[src/rtl/mem_interface_if.sv]
// Bundle of the datapath, control-unit and RAM signals handled by the memory interface stage.
// The slave modport is the stage itself. The master modport is its environment.
interface mem_interface_if #(
    parameter int ADDR_W = 9
);
    logic              mar_in;
    logic [31:0]       bus;
    logic [31:0]       mdr_data;
    logic              read;
    logic              write;
    logic [ADDR_W-1:0] mem_addr;
    logic [31:0]       mem_wdata;
    logic              mem_re;
    logic              mem_we;
    logic [31:0]       mem_rdata;
    logic [31:0]       data_in;
    logic              mdr_read;
    logic              busy;
    logic              done;
    logic              err;

    modport slave (
        input  mar_in, bus, mdr_data, read, write, mem_rdata,
        output mem_addr, mem_wdata, mem_re, mem_we, data_in, mdr_read, busy, done, err
    );

    modport master (
        output mar_in, bus, mdr_data, read, write, mem_rdata,
        input  mem_addr, mem_wdata, mem_re, mem_we, data_in, mdr_read, busy, done, err
    );
endinterface

[src/rtl/mem_interface.sv]
// Memory interface stage: holds MAR and sequences fixed-latency reads and writes to the single-port RAM.
// Every output comes from a register, so there is no combinational path from an input to an output.
module mem_interface #(
    parameter int ADDR_W  = 9,
    parameter int LATENCY = 2
) (
    input logic          clk,
    input logic          clr,
    mem_interface_if.slave mif
);

    localparam logic [2:0] IDLE   = 3'd0;
    localparam logic [2:0] RD     = 3'd1;
    localparam logic [2:0] WR     = 3'd2;
    localparam logic [2:0] FIN_RD = 3'd3;
    localparam logic [2:0] FIN_WR = 3'd4;

    localparam logic [3:0] LAT_M1 = 4'(LATENCY - 1);

    logic [2:0]  state_r, state_s;
    logic [3:0]  cnt_r, cnt_s;
    logic [31:0] mar_r, mar_s;
    logic [31:0] wdata_r, wdata_s;
    logic [31:0] rdata_r, rdata_s;
    logic        err_r, err_s;
    logic        mem_re_r, mem_we_r, done_r, mdr_read_r, busy_r;
    logic        addr_bad_s;

    // The range check uses the MAR value held before this edge, because a same-cycle mar_in cannot affect the request.
    always_comb begin
        addr_bad_s = ((mar_r >> ADDR_W) != 32'd0);
    end

    // Next-state logic. Requests and mar_in are sampled only in IDLE.
    always_comb begin
        state_s = state_r;
        cnt_s   = cnt_r;
        mar_s   = mar_r;
        wdata_s = wdata_r;
        rdata_s = rdata_r;
        err_s   = 1'b0;
        case (state_r)
            IDLE: begin
                if (mif.mar_in) begin
                    mar_s = mif.bus;
                end else begin
                    mar_s = mar_r;
                end
                if (mif.read && mif.write) begin
                    err_s = 1'b1;
                end else if ((mif.read || mif.write) && addr_bad_s) begin
                    err_s = 1'b1;
                end else if (mif.read) begin
                    state_s = RD;
                    cnt_s   = LAT_M1;
                end else if (mif.write) begin
                    state_s = WR;
                    cnt_s   = LAT_M1;
                    wdata_s = mif.mdr_data;
                end else begin
                    state_s = IDLE;
                end
            end
            RD: begin
                if (cnt_r == 4'd0) begin
                    rdata_s = mif.mem_rdata;
                    state_s = FIN_RD;
                end else begin
                    cnt_s = cnt_r - 4'd1;
                end
            end
            WR: begin
                if (cnt_r == 4'd0) begin
                    state_s = FIN_WR;
                end else begin
                    cnt_s = cnt_r - 4'd1;
                end
            end
            FIN_RD:  state_s = IDLE;
            FIN_WR:  state_s = IDLE;
            default: state_s = IDLE;
        endcase
    end

    // State and data registers.
    always_ff @(posedge clk or posedge clr) begin
        if (clr) begin
            state_r <= IDLE;
            cnt_r   <= 4'd0;
            mar_r   <= 32'd0;
            wdata_r <= 32'd0;
            rdata_r <= 32'd0;
            err_r   <= 1'b0;
        end else begin
            state_r <= state_s;
            cnt_r   <= cnt_s;
            mar_r   <= mar_s;
            wdata_r <= wdata_s;
            rdata_r <= rdata_s;
            err_r   <= err_s;
        end
    end

    // Strobes are registered from the next state. The write strobe covers only the first WR cycle.
    always_ff @(posedge clk or posedge clr) begin
        if (clr) begin
            mem_re_r   <= 1'b0;
            mem_we_r   <= 1'b0;
            done_r     <= 1'b0;
            mdr_read_r <= 1'b0;
            busy_r     <= 1'b0;
        end else begin
            mem_re_r   <= (state_s == RD);
            mem_we_r   <= (state_s == WR) && (cnt_s == LAT_M1);
            done_r     <= (state_s == FIN_RD) || (state_s == FIN_WR);
            mdr_read_r <= (state_s == FIN_RD);
            busy_r     <= (state_s != IDLE);
        end
    end

    assign mif.mem_addr  = mar_r[ADDR_W-1:0];
    assign mif.mem_wdata = wdata_r;
    assign mif.mem_re    = mem_re_r;
    assign mif.mem_we    = mem_we_r;
    assign mif.data_in   = rdata_r;
    assign mif.mdr_read  = mdr_read_r;
    assign mif.busy      = busy_r;
    assign mif.done      = done_r;
    assign mif.err       = err_r;

endmodule

[src/flat_wrapper.sv]
// flat-port wrapper written by rule: the top's interface ports become plain ports
module mem_interface_flat 
#(
    parameter int ADDR_W  = 9,
    parameter int LATENCY = 2
)
  (clk, clr, mif_mar_in, mif_bus, mif_mdr_data, mif_read, mif_write, mif_mem_rdata, mif_mem_addr, mif_mem_wdata, mif_mem_re, mif_mem_we, mif_data_in, mif_mdr_read, mif_busy, mif_done, mif_err);
  mem_interface_if #(.ADDR_W(ADDR_W)) mif_i ();
  input logic clk;
  input logic clr;
  input wire logic [$bits(mif_i.mar_in)-1:0] mif_mar_in;
  input wire logic [$bits(mif_i.bus)-1:0] mif_bus;
  input wire logic [$bits(mif_i.mdr_data)-1:0] mif_mdr_data;
  input wire logic [$bits(mif_i.read)-1:0] mif_read;
  input wire logic [$bits(mif_i.write)-1:0] mif_write;
  input wire logic [$bits(mif_i.mem_rdata)-1:0] mif_mem_rdata;
  output wire logic [$bits(mif_i.mem_addr)-1:0] mif_mem_addr;
  output wire logic [$bits(mif_i.mem_wdata)-1:0] mif_mem_wdata;
  output wire logic [$bits(mif_i.mem_re)-1:0] mif_mem_re;
  output wire logic [$bits(mif_i.mem_we)-1:0] mif_mem_we;
  output wire logic [$bits(mif_i.data_in)-1:0] mif_data_in;
  output wire logic [$bits(mif_i.mdr_read)-1:0] mif_mdr_read;
  output wire logic [$bits(mif_i.busy)-1:0] mif_busy;
  output wire logic [$bits(mif_i.done)-1:0] mif_done;
  output wire logic [$bits(mif_i.err)-1:0] mif_err;
  assign mif_i.mar_in = mif_mar_in;
  assign mif_i.bus = mif_bus;
  assign mif_i.mdr_data = mif_mdr_data;
  assign mif_i.read = mif_read;
  assign mif_i.write = mif_write;
  assign mif_i.mem_rdata = mif_mem_rdata;
  assign mif_mem_addr = mif_i.mem_addr;
  assign mif_mem_wdata = mif_i.mem_wdata;
  assign mif_mem_re = mif_i.mem_re;
  assign mif_mem_we = mif_i.mem_we;
  assign mif_data_in = mif_i.data_in;
  assign mif_mdr_read = mif_i.mdr_read;
  assign mif_busy = mif_i.busy;
  assign mif_done = mif_i.done;
  assign mif_err = mif_i.err;
  mem_interface #(.ADDR_W(ADDR_W), .LATENCY(LATENCY)) u_core (.clk(clk), .clr(clr), .mif(mif_i));
endmodule
[config.mk]
export PLATFORM = sky130hd
export DESIGN_NAME = mem_interface_flat
export DESIGN_NICKNAME = d
export VERILOG_FILES = /design/src/rtl/mem_interface_if.sv /design/src/rtl/mem_interface.sv /design/src/flat_wrapper.sv
export SDC_FILE = /design/constraint.sdc
export NUM_CORES = 1
export LEC_CHECK = 0
export ABC_AREA = 1
export BUFFER_PORTS_ARGS = -buffer_cell sky130_fd_sc_hd__buf_2
export CORE_MARGIN = 8
export CORE_UTILIZATION = 48
export DETAILED_ROUTE_END_ITERATION = 16
export GPL_TIMING_DRIVEN = 0
export PLACE_DENSITY = 0.77
export SLEW_MARGIN = 20
export SYNTH_ARGS = -nofsm -noshare
export SYNTH_HDL_FRONTEND = slang
export SYNTH_SLANG_ARGS = --single-unit
[constraint.sdc]
create_clock -name clk -period 3.9 [get_ports clk]
set_input_delay 0.585 -clock clk [delete_from_list [all_inputs] [get_ports clk]]
set_output_delay 0.585 -clock clk [all_outputs]
set_load 0.005 [all_outputs]
==> results of run 1 <==
path summary, 6_finish.rpt:
check / cells after the start / slack (ns) / endpoint / startpoint
setup / recovery: 8 / 1.94 / u_core.mif.data_in[7]$_DFFE_PP0P_ / u_core.cnt_r[0]$_DFF_PP0_
hold / removal: 2 / 0.29 / u_core.mif.mem_wdata[26]$_DFFE_PP0P_ / clr
setup reg to reg: 8 / 1.94 / u_core.mif.data_in[7]$_DFFE_PP0P_ / u_core.cnt_r[0]$_DFF_PP0_
hold reg to reg: 2 / 0.47 / u_core.mif.data_in[11]$_DFFE_PP0P_ / u_core.mif.data_in[11]$_DFFE_PP0P_
max in group asynchronous: 3 / 2.96 / u_core.mif.busy$_DFF_PP0_ / clr
min in group clk: 3 / 0.42 / u_core.mif.data_in[31]$_DFFE_PP0P_ / mif_mem_rdata[31]
per-stage QoR:
stage	TNS [ns]	setup slack [ns]	hold slack [ns]	cell area [um2]
final	0	1.94	0.290	5770
after global routing	0	1.71	0.334	5770
after CTS	0	1.87	0.307	5770
after detailed placement	0	1.90	0.453	5580
after global placement	-65.96	-0.611	0.450	5550
after floorplan	0	0.441	0.465	4510
metal layers:
metal / vias up / part of all wire
met3: 12 / 0.082
met1: 1550 / 0.43
met5: - / 0
met4: 0 / 0.012
met2: 123 / 0.47
li1: 1601 / -
area by class of cell:
class / count / area (um2) / area share
sequential: 109 / 2730 / 0.473
multi-input combinational: 236 / 1560 / 0.270
timing repair buffer: 180 / 923 / 0.160
buffer: 21 / 158 / 0.0273
clock buffer: 12 / 155 / 0.0269
tap: 111 / 139 / 0.0241
inverter: 19 / 76.3 / 0.0132
clock inverter: 4 / 32.5 / 0.00564
registers in the layout, summed over array words and instances (netlist names):
name,cells
u_core.mif.data_in,32
u_core.mif.done,1
u_core.mif.mem_we,1
u_core.mif.mem_re,1
u_core.state_r,3
u_core.mif.mem_wdata,32
u_core.mif.err,1
u_core.cnt_r,4
u_core.mar_r,32
u_core.mif.mdr_read,1
u_core.mif.busy,1
synth_stat cells, types with 3 or more instances:
master / count
o21ai_0: 3
buf_4: 9
dfrtp_1: 109
clkbuf_1: 6
nor2_1: 27
mux2_4: 30
nand3_1: 7
inv_1: 19
nand2_1: 119
buf_6: 6
mux2_2: 33
power by group through the flow:
stage | registers, uW | logic [uW] | clock network, uW
global placement | 1210 | 181 | 0
finish | 1180 | 187 | 635
global route | 1190 | 211 | 695
floorplan | 1200 | 107 | 0
detailed placement | 1210 | 191 | 0
CTS | 1190 | 192 | 659
placed cells by master, fill, tap and decap left out, types with 2 or more instances in the layout:
cell type	Yosys	routed
buf_2	0	179
nand2_1	119	119
dfrtp_1	109	109
mux2_2	33	33
mux2_4	30	30
nor2_1	27	27
inv_1	19	18
clkbuf_8	0	11
buf_4	9	9
nand3_1	7	7
clkbuf_1	6	7
buf_6	6	6
o21ai_0	3	3
nor2_2	2	2
nor2_4	2	2
nand2_2	2	2
xor2_1	2	2
clkinvlp_4	0	2
clkinv_4	0	2
worst max-delay path, stage by stage, from the launching register on:
cell      delay (ns)
dfrtp_1         0.37
inv_1           0.11
ha_1            0.20
nand3_1         0.20
nor2_2          0.36
inv_1           0.17
clkbuf_1        0.26
nand2_1         0.13
nand2_1         0.06
logic make-up after synthesis:
group,Yosys count,synth area share
fa+ha+maj,1,0.00277
xor+xnor,2,0.00388
flops,109,0.604
mux,63,0.182
simple gates,164,0.149
compound gates,6,0.00693
buf+inv,40,0.0507
==> flow_summary_export.csv, run 1 <==
group,metric,value,unit
timing,rsz0062_at_grt,"false",
synthesis,syn_area,4510,um2
global_routing,grt_pass1_vias,3494,
power,p_per_area,348,nW/um2
synthesis,async_flop_share,1.00,
critical_path,cp_max_fo,10,
route,wirelength,10000,um
clocking,cts_max_path_buffers,2,
route,drc,0,
synthesis,avgSynthCellArea,11.7,um2
global_routing,use_met1,0.194,
clocking,cts.sinks,109,
timing,slew_violations,0,
route,vias,3286,
route,ant_nets,0,
critical_path,crit_path_start_kind,"flip-flop",
floorplan,die-area,12800,um2
clocking,hold_buffers,0,
global_routing,grt-ovfl-total,0,
critical_path,arrival,2.20,ns
synthesis,synth-edff-count,0,
floorplan,rows,35,
power,swShare,0.233,
final_layout,n_antenna_cell,0,
power,total_power,2010,uW
clocking,clkSlewWorstSetupHoldPaths,0.10,ns
synthesis,yosysTopAreaCellShare,0.604,
floorplan,io_pins,180,
route,wl_per_cell,14.5,um
power,ir_drop,0.000209,V
floorplan,start_util,0.491,
global_routing,use_met2,0.258,
synthesis,synth_warnings,0,
power,pwr-share-clk,0.316,
critical_path,crit_required,4.14,ns
final_layout,nets,678,
final_layout,drive_above_1_share,0.485,
synthesis,synth_nets,487,
floorplan,core-area,9200,um2
timing,setup_viol,0,
timing,fmax,510,MHz
synthesis,yosysTopAreaCell,"dfrtp_1",
global_routing,track_usage,0.158,
power,p_leak,0.00312,uW
global_routing,grt_max_degree,64,
synthesis,seq_area_frac_synth,0.604,
timing,period_needed,1.96,ns
placed_design,port_buffers,179,
synthesis,synthCells,385,
job,maxCapViolations,0,
min_path,hp-class,"in -> async",
timing,fin_crit_sh,0.503,
power,switching_power,467,uW
status,outcome,"finished, final reports clean",
synthesis,ys.flop_type,"dfrtp_1",
global_routing,busiest_layer,"met2",
clocking,htreeDepth,3,
clocking,root_buffer,"clkbuf_8",
synthesis,ys_ff_latch,109,
timing,clock_skew,0.0197,ns
placed_design,hpwl,7860,um
route,dr.pass1.iters,4,
route,drt_iter0_drc,132,
critical_path,crit_type,"reg -> reg",
synthesis,yosys.cell_types.count,24,
clocking,ctsResizeCount,0,
final_layout,final_cells,692,
floorplan,die_x,113,um
timing,worst_pin_slew,0.577,ns
final_layout,area_delta_synth_final,27.8,%
final_layout,fin_util,0.627,
floorplan,dieHeight,113,um
global_routing,antenna_found_initial,0,
global_routing,grt.met3_usage,0.0522,
placed_design,dp_cells,676,
synthesis,yosys-top-cells-area,"dfrtp_1 60%, mux2_4 10%, nand2_1 9.9%",
critical_path,crit_path_end_kind,"flip-flop",
placed_design,routabilityCongestion,0.817,
clocking,numCtsBuffers,9,
timing,finalHoldViolations,0,
power,combinationalPowerShare,0.093,
power,seqPwrFrac,0.590,
final_layout,n_fill_cell,784,
clocking,cts_tree,"built",
timing,max_slew_margin,0.616,
clocking,worstSkewPairLatency,0.36,ns
clocking,postCtsSetupBuffers,0,
global_routing,grt_pass1_wl,16600,um
route,drt-vias-per-instance,4.75,
power,p_int,1540,uW
No activity file was read; power rests on OpenSTA's default activity.
==> run 2: changes to the inputs <==
--- a/config.mk
+++ b/config.mk
@@ -5,13 +5,13 @@
 export SDC_FILE = /design/constraint.sdc
 export NUM_CORES = 1
 export LEC_CHECK = 0
-export ABC_AREA = 1
+export ABC_AREA = 0
 export BUFFER_PORTS_ARGS = -buffer_cell sky130_fd_sc_hd__buf_2
 export CORE_MARGIN = 8
-export CORE_UTILIZATION = 48
+export CORE_UTILIZATION = 43
 export DETAILED_ROUTE_END_ITERATION = 16
 export GPL_TIMING_DRIVEN = 0
-export PLACE_DENSITY = 0.77
+export PLACE_DENSITY = 0.73
 export SLEW_MARGIN = 20
 export SYNTH_ARGS = -nofsm -noshare
 export SYNTH_HDL_FRONTEND = slang
==> constraint.sdc (replaced) <==
create_clock -name clk -period 1.7 [get_ports clk]
set_input_delay 0.255 -clock clk [delete_from_list [all_inputs] [get_ports clk]]
set_output_delay 0.255 -clock clk [all_outputs]
set_load 0.005 [all_outputs]
==> flow_summary_export.csv, run 2 <==
group,metric,value,unit
floorplan,start_util,0.436,
placed_design,dp_cells,620,
timing,fin_crit_sh,1.27,
global_routing,antenna_found_initial,0,
critical_path,reg2reg_depth,6,
clocking,clkSlewWorstSetupHoldPaths,0.10,ns
final_layout,layout_common_cells,"179 x buf_2, 106 x dfrtp_1, 60 x mux2_4, 36 x mux2_2, 23 x buf_4",
floorplan,die_x,118,um
timing,period_needed,2.16,ns
clocking,cts.sinks,109,
job,maxCapViolations,0,
synthesis,async_flop_share,1.00,
power,ir_drop,0.000825,V
route,drc,0,
placed_design,routabilityCongestion,0.808,
synthesis,yosys.cell_types.count,43,
floorplan,die-area,13800,um2
synthesis,ys.flop_type,"dfrtp_1",
final_layout,multi_input_area,1870,um2
clocking,root_buffer,"clkbuf_8",
critical_path,crit_path_start_kind,"flip-flop",
route,drt-vias-per-instance,4.94,
status,failed_checks,"setup timing",
power,p_leak,0.00333,uW
clocking,htreeDepth,3,
clocking,cts_tree,"built",
timing,finalHoldViolations,0,
global_routing,grt_pass1_vias,3721,
synthesis,yosys.cell_count.top_type,"dfrtp_1",
floorplan,io_pins,180,
critical_path,slowest_stage,"or4_4",
placed_design,port_buffers,179,
floorplan,core-area,10200,um2
final_layout,final_cells,663,
synthesis,synth_warnings,0,
synthesis,synth-edff-count,0,
critical_path,crit_type,"reg -> reg",
critical_path,r2r-end,"u_core.mif.mem_wdata[10]$_DFFE_PP0P_",
final_layout,mostFrequentLayoutCell,"buf_2",
synthesis,synthCells,302,
critical_path,crit_path_end_kind,"flip-flop",
critical_path,crit_path_cell_trace,"or4_4 -> or2_4 -> nor4_4 -> buf_6 -> clkbuf_16 -> mux2_4",
timing,hold_ws,0.106,ns
final_layout,drive_above_1_share,0.702,
final_layout,n_fill_cell,791,
critical_path,reg2reg_slack,-0.46,ns
final_layout,seqCellArea,2730,um2
route,vias,3274,
critical_path,cp_max_fo,8,
timing,slew_violations,0,
synthesis,yosys-top-cells-area,"dfrtp_1 61%, mux2_2 17%, mux2_1 7.1%",
synthesis,avgSynthCellArea,14.7,um2
timing,max_slew_margin,0.566,
route,dr.pass1.iters,4,
synthesis,ys_ff_latch,109,
timing,finalWorstSetupSlack,-0.455,ns
global_routing,track_usage,0.166,
global_routing,grt-ovfl-total,0,
power,p_per_area,1220,nW/um2
synthesis,yosysTopAreaCellShare,0.615,
synthesis,yosysTopAreaCell,"dfrtp_1",
timing,worst_pin_slew,0.650,ns
global_routing,grt_pass1_wl,18900,um
clocking,worstSkewPairLatency,0.37,ns
synthesis,synth_nets,404,
timing,rsz0062_at_grt,"true",
critical_path,arrival,2.41,ns
synthesis,ys_top_cells_by_count,"109 x dfrtp_1, 68 x mux2_2, 28 x mux2_1",
timing,fmax,464,MHz
route,drt_iter0_drc,112,
synthesis,seq_area_frac_synth,0.615,
min_path,hp-class,"in -> reg",
critical_path,crit_end,"u_core.mif.mem_wdata[10]$_DFFE_PP0P_",
status,outcome,"finished, violations left",
floorplan,dieHeight,118,um
synthesis,syn_area,4440,um2
critical_path,r2r-start,"u_core.mar_r[18]$_DFFE_PP0P_",
clocking,cts_max_path_buffers,2,
final_layout,area_delta_synth_final,49.2,%
route,wirelength,11700,um
clocking,numCtsBuffers,9,
placed_design,hpwl,8190,um
route,wl_per_cell,17.6,um
final_layout,n_antenna_cell,0,
power,total_power,8070,uW
critical_path,cpPeakStageDelay,0.55,ns
critical_path,critPathLaunch,"u_core.mar_r[18]$_DFFE_PP0P_",
timing,setup_viol,74,
critical_path,crit_required,1.96,ns
timing,clock_skew,0.0149,ns
final_layout,nets,624,
global_routing,grt_max_degree,35,
route,ant_nets,0,
floorplan,rows,37,
-- run 2: cell types whose count changed after synthesis, sizes merged, moves of 3 or more --
| cell | previous run | this run |
|---|---|---|
| nor2 | 31 | 6 |
| nand2 | 121 | 5 |
| and4 | 0 | 3 |
| nand3 | 8 | 4 |
| nor4 | 0 | 5 |
| nor3 | 1 | 4 |
| mux2 | 63 | 96 |
| inv | 19 | 7 |
-- run 2: where the power goes --
group / internal (uW) / switching, uW / total (uW)
Clock: 986 / 882 / 1870
Combinational: 1610 / 1070 / 2680
Sequential: 3190 / 337 / 3520
-- run 2: metrics by stage --
step / utilization / setup slack (ns) / area (um2) / TNS (ns)
floorplan: - / -0.466 / 4670 / -24.67
global placement: 0.563 / -0.659 / 5730 / -97.15
detailed placement: 0.570 / -0.672 / 5800 / -40.15
CTS: 0.646 / -0.554 / 6580 / -30.80
global route: 0.650 / -0.525 / 6620 / -29.53
finish: 0.650 / -0.455 / 6620 / -25.28
-- run 2: cells by family (layout without fill, tap and decap cells) --
group,after synthesis,after routing,synth area share
compound gates,18,18,0.0302
xor+xnor,4,4,0.00790
fa+ha+maj,1,1,0.00282
buf+inv,31,256,0.0400
flops,109,109,0.615
mux,97,97,0.246
simple gates,42,42,0.0584
-- run 2: worst min-delay path by stage --
stage,cells past startpoint,to,from
6_report,2,u_core.mif.mem_wdata[26]$_DFFE_PP0P_,mif_mdr_data[26]
5_1_grt,2,u_core.mif.mem_wdata[5]$_DFFE_PP0P_,mif_mdr_data[5]
4_1_cts,2,u_core.mif.mem_wdata[5]$_DFFE_PP0P_,mif_mdr_data[5]
3_5_place_dp,2,u_core.mif.data_in[2]$_DFFE_PP0P_,clr
3_3_place_gp,1,u_core.mif.data_in[11]$_DFFE_PP0P_,u_core.mif.data_in[11]$_DFFE_PP0P_
2_1_floorplan,2,u_core.mif.err$_DFF_PP0_,mif_read
-- run 2: repair_timing --
action,CTS,global route
hold buffers,1,0
hold endpoints to repair,24,0
cloned,5,3
pin swaps,10,13
endpoints found under the setup margin,101,106
resized for setup,67,14
setup buffers,18,10
-- run 2: area by class of cell --
| type | count | area share |
|---|---|---|
| clock inverters | 7 | 0.0183 |
| repair buffers | 216 | 0.206 |
| well taps | 136 | 0.0257 |
| plain buffers | 17 | 0.0304 |
| clock buffers | 9 | 0.0187 |
| flip-flops and latches | 109 | 0.413 |
| multi-input cells | 162 | 0.283 |
| inverters | 7 | 0.00454 |
-- run 2: critical path, delay by kind of cell, from the launching register on --
kind                   cells  cell delay (ns)
and+or+nand+nor            3             0.97
DFF                        1             0.39
buffers and inverters      2             0.39
muxes                      1             0.29
-- run 2: layer usage --
layer	global-route usage	wire length [um]
met4	0.0528	127
met3	0.0662	1090
met5	0	0
met1	0.189	4840
met2	0.278	5640
